==> config.mk <==
export PLATFORM = sky130hd
export DESIGN_NAME = wb_pipe_stage_flat
export DESIGN_NICKNAME = d
export VERILOG_FILES = /design/src/rtl/wb_pipe_stage_pkg.sv /design/src/rtl/wb_pipe_stage_if.sv /design/src/rtl/wb_pipe_stage_skid_slot.sv /design/src/rtl/wb_pipe_stage.sv /design/src/flat_wrapper.sv
export SDC_FILE = /design/constraint.sdc
export NUM_CORES = 1
export LEC_CHECK = 0
export BUFFER_PORTS_ARGS = -buffer_cell sky130_fd_sc_hd__clkbuf_2
export CORE_MARGIN = 2
export CORE_UTILIZATION = 30
export DETAILED_ROUTE_END_ITERATION = 7
export HOLD_SLACK_MARGIN = 0.02
export MAX_ROUTING_LAYER = met4
export PLACE_DENSITY = 0.56
export SYNTH_ARGS = -nofsm -noshare
export SYNTH_HDL_FRONTEND = slang
export SYNTH_HIERARCHICAL = 1
export SYNTH_SLANG_ARGS = --single-unit
==> constraint.sdc <==
create_clock -name clk -period 1.95 [get_ports clk]
set_clock_uncertainty 0.2 [all_clocks]
set_input_delay 0.195 -clock clk [delete_from_list [all_inputs] [get_ports clk]]
set_output_delay 0.195 -clock clk [all_outputs]
set_load 0.03 [all_outputs]
==> src/rtl/wb_pipe_stage_pkg.sv <==
// Shared types for the write-back pipeline stage: payload widths, the
// {result, rd, regwrite} bundle and the x0 write-squash helper.
package pipe_pkg;

  localparam int XLEN   = 32;
  localparam int REG_AW = 5;

  typedef struct packed {
    logic [XLEN-1:0]   result;
    logic [REG_AW-1:0] rd;
    logic              regwrite;
  } wb_bundle_t;

  // Writes to x0 are architecturally discarded, so drop the enable at capture.
  function automatic wb_bundle_t squash_x0(input wb_bundle_t b);
    wb_bundle_t r;
    r = b;
    if (b.rd == '0) r.regwrite = 1'b0;
    return r;
  endfunction

endpackage

==> src/rtl/wb_pipe_stage_if.sv <==
// MEM-to-WB handshake bundle: upstream valid/ready with payload, downstream
// valid/ready with the head entry, plus the stage occupancy.
interface wb_pipe_stage_if #(
  parameter int XLEN   = pipe_pkg::XLEN,
  parameter int REG_AW = pipe_pkg::REG_AW
);
  logic              in_valid;
  logic              in_ready;
  logic [XLEN-1:0]   in_result;
  logic [REG_AW-1:0] in_rd;
  logic              in_regwrite;
  logic              out_valid;
  logic              out_ready;
  logic [XLEN-1:0]   out_result;
  logic [REG_AW-1:0] out_rd;
  logic              out_regwrite;
  logic [1:0]        occupancy;

  modport master (
    output in_valid, in_result, in_rd, in_regwrite, out_ready,
    input  in_ready, out_valid, out_result, out_rd, out_regwrite, occupancy
  );

  modport slave (
    input  in_valid, in_result, in_rd, in_regwrite, out_ready,
    output in_ready, out_valid, out_result, out_rd, out_regwrite, occupancy
  );
endinterface

==> src/rtl/wb_pipe_stage_skid_slot.sv <==
// One storage entry of the write-back stage: loads a bundle, clears back to
// an all-zero empty entry, and reports whether it holds a bundle.
module wb_skid_slot
  import pipe_pkg::*;
(
  input  logic       clk,
  input  logic       reset,
  input  logic       clear,
  input  logic       load,
  input  wb_bundle_t d,
  output logic       valid,
  output wb_bundle_t q
);

  // Empty entries hold zero payload so downstream never sees stale data.
  always_ff @(posedge clk) begin
    if (reset || clear) begin
      valid <= 1'b0;
      q     <= '0;
    end else if (load) begin
      valid <= 1'b1;
      q     <= d;
    end
  end

endmodule

==> src/rtl/wb_pipe_stage.sv <==
// Write-back pipeline stage register with valid/ready handshake, flush and
// x0 squash. Define WB_PIPE_SKID_EN for a 2-entry stage with registered in_ready.
module wb_pipe_stage #(
  parameter int XLEN            = pipe_pkg::XLEN,
  parameter int REG_AW          = pipe_pkg::REG_AW,
  parameter int ZERO_REG_SQUASH = 1
) (
  input  logic             clk,
  input  logic             reset,
  input  logic             flush,
  wb_pipe_stage_if.slave   bus
);
  import pipe_pkg::*;

  logic [XLEN-1:0]   in_res;
  logic [REG_AW-1:0] in_dst;
  wb_bundle_t        incoming;
  wb_bundle_t        captured;
  wb_bundle_t        head_d;
  wb_bundle_t        head_q;
  logic              head_valid;
  logic              head_load;
  logic              head_clear;
  logic              accept;
  logic              pop;

  assign in_res   = bus.in_result;
  assign in_dst   = bus.in_rd;
  assign incoming = '{result: in_res, rd: in_dst, regwrite: bus.in_regwrite};
  assign captured = (ZERO_REG_SQUASH != 0) ? squash_x0(incoming) : incoming;

  assign accept = bus.in_valid && bus.in_ready;
  assign pop    = head_valid && bus.out_ready;

`ifdef WB_PIPE_SKID_EN
  wb_bundle_t skid_q;
  logic       skid_valid;
  logic       skid_load;
  logic       skid_clear;

  // Skid can only be occupied while head is, so !skid_valid means occupancy < 2.
  assign bus.in_ready = !skid_valid;

  assign head_d     = skid_valid ? skid_q : captured;
  assign head_load  = !flush && ((pop && skid_valid) || (accept && (!head_valid || pop)));
  assign head_clear = flush || (pop && !head_load);
  assign skid_load  = !flush && accept && head_valid && !pop;
  assign skid_clear = flush || (pop && skid_valid);

  wb_skid_slot u_skid (
    .clk   (clk),
    .reset (reset),
    .clear (skid_clear),
    .load  (skid_load),
    .d     (captured),
    .valid (skid_valid),
    .q     (skid_q)
  );

  assign bus.occupancy = {1'b0, head_valid} + {1'b0, skid_valid};
`else
  // Single entry: a pop frees the slot in the same cycle, so accept may overlap it.
  assign bus.in_ready = !head_valid || bus.out_ready;

  assign head_d     = captured;
  assign head_load  = !flush && accept;
  assign head_clear = flush || (pop && !accept);

  assign bus.occupancy = {1'b0, head_valid};
`endif

  wb_skid_slot u_head (
    .clk   (clk),
    .reset (reset),
    .clear (head_clear),
    .load  (head_load),
    .d     (head_d),
    .valid (head_valid),
    .q     (head_q)
  );

  assign bus.out_valid    = head_valid;
  assign bus.out_result   = head_q.result;
  assign bus.out_rd       = head_q.rd;
  assign bus.out_regwrite = head_q.regwrite && head_valid;

endmodule
==> src/flat_wrapper.sv <==
// flat-port wrapper written by rule: the top's interface ports become plain ports
module wb_pipe_stage_flat import pipe_pkg::*;
#(
  parameter int XLEN            = pipe_pkg::XLEN,
  parameter int REG_AW          = pipe_pkg::REG_AW,
  parameter int ZERO_REG_SQUASH = 1
)
  (clk, reset, flush, bus_in_valid, bus_in_result, bus_in_rd, bus_in_regwrite, bus_out_ready, bus_in_ready, bus_out_valid, bus_out_result, bus_out_rd, bus_out_regwrite, bus_occupancy);
  wb_pipe_stage_if #(.XLEN(XLEN), .REG_AW(REG_AW)) bus_i ();
  input  logic clk;
  input  logic reset;
  input  logic flush;
  input wire logic [$bits(bus_i.in_valid)-1:0] bus_in_valid;
  input wire logic [$bits(bus_i.in_result)-1:0] bus_in_result;
  input wire logic [$bits(bus_i.in_rd)-1:0] bus_in_rd;
  input wire logic [$bits(bus_i.in_regwrite)-1:0] bus_in_regwrite;
  input wire logic [$bits(bus_i.out_ready)-1:0] bus_out_ready;
  output wire logic [$bits(bus_i.in_ready)-1:0] bus_in_ready;
  output wire logic [$bits(bus_i.out_valid)-1:0] bus_out_valid;
  output wire logic [$bits(bus_i.out_result)-1:0] bus_out_result;
  output wire logic [$bits(bus_i.out_rd)-1:0] bus_out_rd;
  output wire logic [$bits(bus_i.out_regwrite)-1:0] bus_out_regwrite;
  output wire logic [$bits(bus_i.occupancy)-1:0] bus_occupancy;
  assign bus_i.in_valid = bus_in_valid;
  assign bus_i.in_result = bus_in_result;
  assign bus_i.in_rd = bus_in_rd;
  assign bus_i.in_regwrite = bus_in_regwrite;
  assign bus_i.out_ready = bus_out_ready;
  assign bus_in_ready = bus_i.in_ready;
  assign bus_out_valid = bus_i.out_valid;
  assign bus_out_result = bus_i.out_result;
  assign bus_out_rd = bus_i.out_rd;
  assign bus_out_regwrite = bus_i.out_regwrite;
  assign bus_occupancy = bus_i.occupancy;
  wb_pipe_stage #(.XLEN(XLEN), .REG_AW(REG_AW), .ZERO_REG_SQUASH(ZERO_REG_SQUASH)) u_core (.clk(clk), .reset(reset), .flush(flush), .bus(bus_i));
endmodule
==> key figures <==
Critical path
  • Worst Setup End Kind: flop
  • Worst Reg-to-Reg Cells: 5
  • Worst path arrival time: 1.73 ns
  • Critical path class: in2reg
  • Startpoint types: input port
  • CP Max Fanout: 2
  • R2r setup slk: 0.33 ns
  • CP Data Required Time: 1.92 ns

Logic synthesis
  • Synth top area share: 52.7%
  • Post-Syn Instances: 137
  • Main area contributors after synthesis: dfxtp_1, mux2i_1, nor2_1
  • Async set or reset register ratio after synthesis: 0%
  • Unique masters post-synth: 16
  • Mean Syn Cell Area: 10.8 um^2
  • Ys Warns: 6
  • Synth Flop Type: dfxtp_1
  • Synthesis-stage register bit count: 39
  • Top-count cell post-synth: nor2_1
  • Syn nets: 180
  • Top cells by count, synth: nor2_1, dfxtp_1, mux2i_1, buf_4, buf_6
  • Cell accounting for the most synthesized area: dfxtp_1
  • Synthesized area: 1480 um^2
  • Sequential element share of the synthesized area: 52.7%
  • Post-synth EDFFs: 0

Detailed routing
  • Initial DRC Count: 46
  • DRC: 0
  • Post-DR wirelength/cell: 11.4 um
  • Pre-antenna DRT Iters: 4
  • Vias per cell: 4.07
  • Total wire length: 3680 um
  • Antenna Nets Post-Route: 0
  • Via count: 1316

GRT
  • First-pass GRT wire length: 5750 um
  • Total GRT Usage: 14.2%
  • Largest net degree at the start of global routing: 40
  • Gr ovfl total: 0
  • Antenna violations before repair: 0
  • Vias in the first global route: 1295

Hold path
  • Hold crit path type: in2reg
  • Hold depth: 4

Floorplan
  • Die Wd: 74.3 um
  • Boundary Pins: 85
  • Initial core utilization: 31.2%
  • Core area: 4750 um^2
  • Die Y-Extent: 74.3 um
  • Die ar.: 5520 um^2
  • Site Rows: 25

Placed design
  • Placed Cells: 278
  • Area after DPL: 1900 um^2
  • Place WS: 0.351 ns
  • GP Congestion: 0.698
  • Post-DP HPWL: 2250 um
  • Port Buffers: 83

CTS
  • Num CTS Buffers: 5
  • H-tree Lvls: 2
  • Worst-path clk slew: 0.07 ns
  • Root buffer cell: clkbuf_8
  • CTS tree: built
  • CTS max path bufs: 2
  • Clock latency on the worst-skew pair: 0.28 ns
  • CTS sink cnt: 39
  • Quantity of gates resized following cts: 0

STA
  • Minimum clock period: 1.77 ns
  • Final Worst Setup Slack: 0.185 ns
  • Fin. Hold Viols: 0
  • Final period util: 90.5%
  • Fmax: 566 MHz
  • Final Slew Violations: 0
  • Unrepaired setup endpoints after global routing: no
  • Setup TNS Final: 0 ns
  • # setup viols final: 0

Final layout
  • Final core occ: 49.9%
  • Final cell count without fillers: 323
  • Antenna cell count: 0
  • Non-Filler Cell Area, Final: 2370 um^2
  • NumNets Final: 298
  • Area growth syn-to-layout: 60.0%
  • Share of cells above drive strength 1: 37.1%

Power
  • Power Density: 704 nW/um^2
  • Leakage Power: 1.09 nW
  • Peak VDD IR: 0.000374 V

Outcome
  • Status: finished clean

Run
  • # Max-Cap Violations: 0
==> cell type report <==
| class | count | area, um^2 |
|---|---|---|
| clock buffer | 8 | 100 |
| fill | 458 | 2380 |
| multi-input combinational | 87 | 594 |
| sequential | 39 | 781 |
| tap | 67 | 83.8 |
| timing repair buffer | 122 | 813 |
==> path summary, 6_finish.rpt <==
path	to	start
max	u_core/u_head/q[0]$_SDFFE_PP0P_	bus_in_rd[0]
min	u_core/u_head/q[0]$_SDFFE_PP0P_	bus_in_regwrite
max reg2reg	u_core/u_head/q[3]$_SDFFE_PP0P_	u_core/u_head/valid$_SDFFE_PP0P_
min reg2reg	u_core/u_head/q[26]$_SDFFE_PP0P_	u_core/u_head/q[26]$_SDFFE_PP0P_
==> worst max-delay path, stage by stage <==
cell and delay [ns]:
dlygate4sd3_1 0.54, clkbuf_2 0.11, or4_1 0.52, o21a_1 0.19
mux2i_1 0.13, nor2_1 0.05
==> layout by cell type (no fill, tap or decap) <==
cell type / count
buf_12: 1
o21bai_1: 1
and2_1: 1
or4_1: 1
conb_1: 1
dlygate4sd3_1: 37
o21a_1: 1
or2_4: 1
nor2_1: 40
buf_4: 1
mux2i_1: 38
nand2_1: 1
clkbuf_8: 7
nand2b_2: 1
clkbuf_2: 83
and3b_2: 1
clkbuf_1: 1
dfxtp_1: 39
==> layer usage <==
metal / GRT usage (%) / up-vias / part of all wire, %
li1: - / 680 / -
met1: 15.5 / 575 / 43
met2: 23.5 / 55 / 49
met3: 4.74 / 6 / 6.9
met4: 6.75 / 0 / 1.4
met5: - / - / 0
==> where the power goes <==
group	switching, mW	internal (mW)	total (mW)	leakage (nW)
Sequential	0.00965	0.815	0.824	0.316
Clock	0.264	0.323	0.587	0.0515
Combinational	0.124	0.136	0.260	0.725
Total	0.398	1.27	1.67	1.09
==> stage by stage <==
step / total power, mW / hold slack, ns
after CTS: 1.70 / 0.0632
after floorplan: 0.984 / 0.142
after detailed placement: 1.04 / 0.241
final: 1.67 / 0.0665
after global routing: 1.76 / 0.0949
after global placement: 1.04 / 0.234
==> state kept, by name (all words and copies together), names as in the netlist <==
signal and count:
u_core/u_head/q 38, u_core/u_head/valid 1
==> what timing repair did <==
item,CTS,global route
setup buffers,0,0
endpoints found under the hold margin,37,0
hold buffers,37,0
==> logic make-up after synthesis <==
| logic type | count (synthesis) | synth area share, % |
|---|---|---|
| buf+inv | 11 | 7.51 |
| mux | 38 | 25.7 |
| flops | 39 | 52.7 |
| other cells | 1 | 0.253 |
| simple gates | 46 | 12.9 |
| compound gates | 2 | 1.01 |
Note: power is estimated with default switching activity, not from simulation.
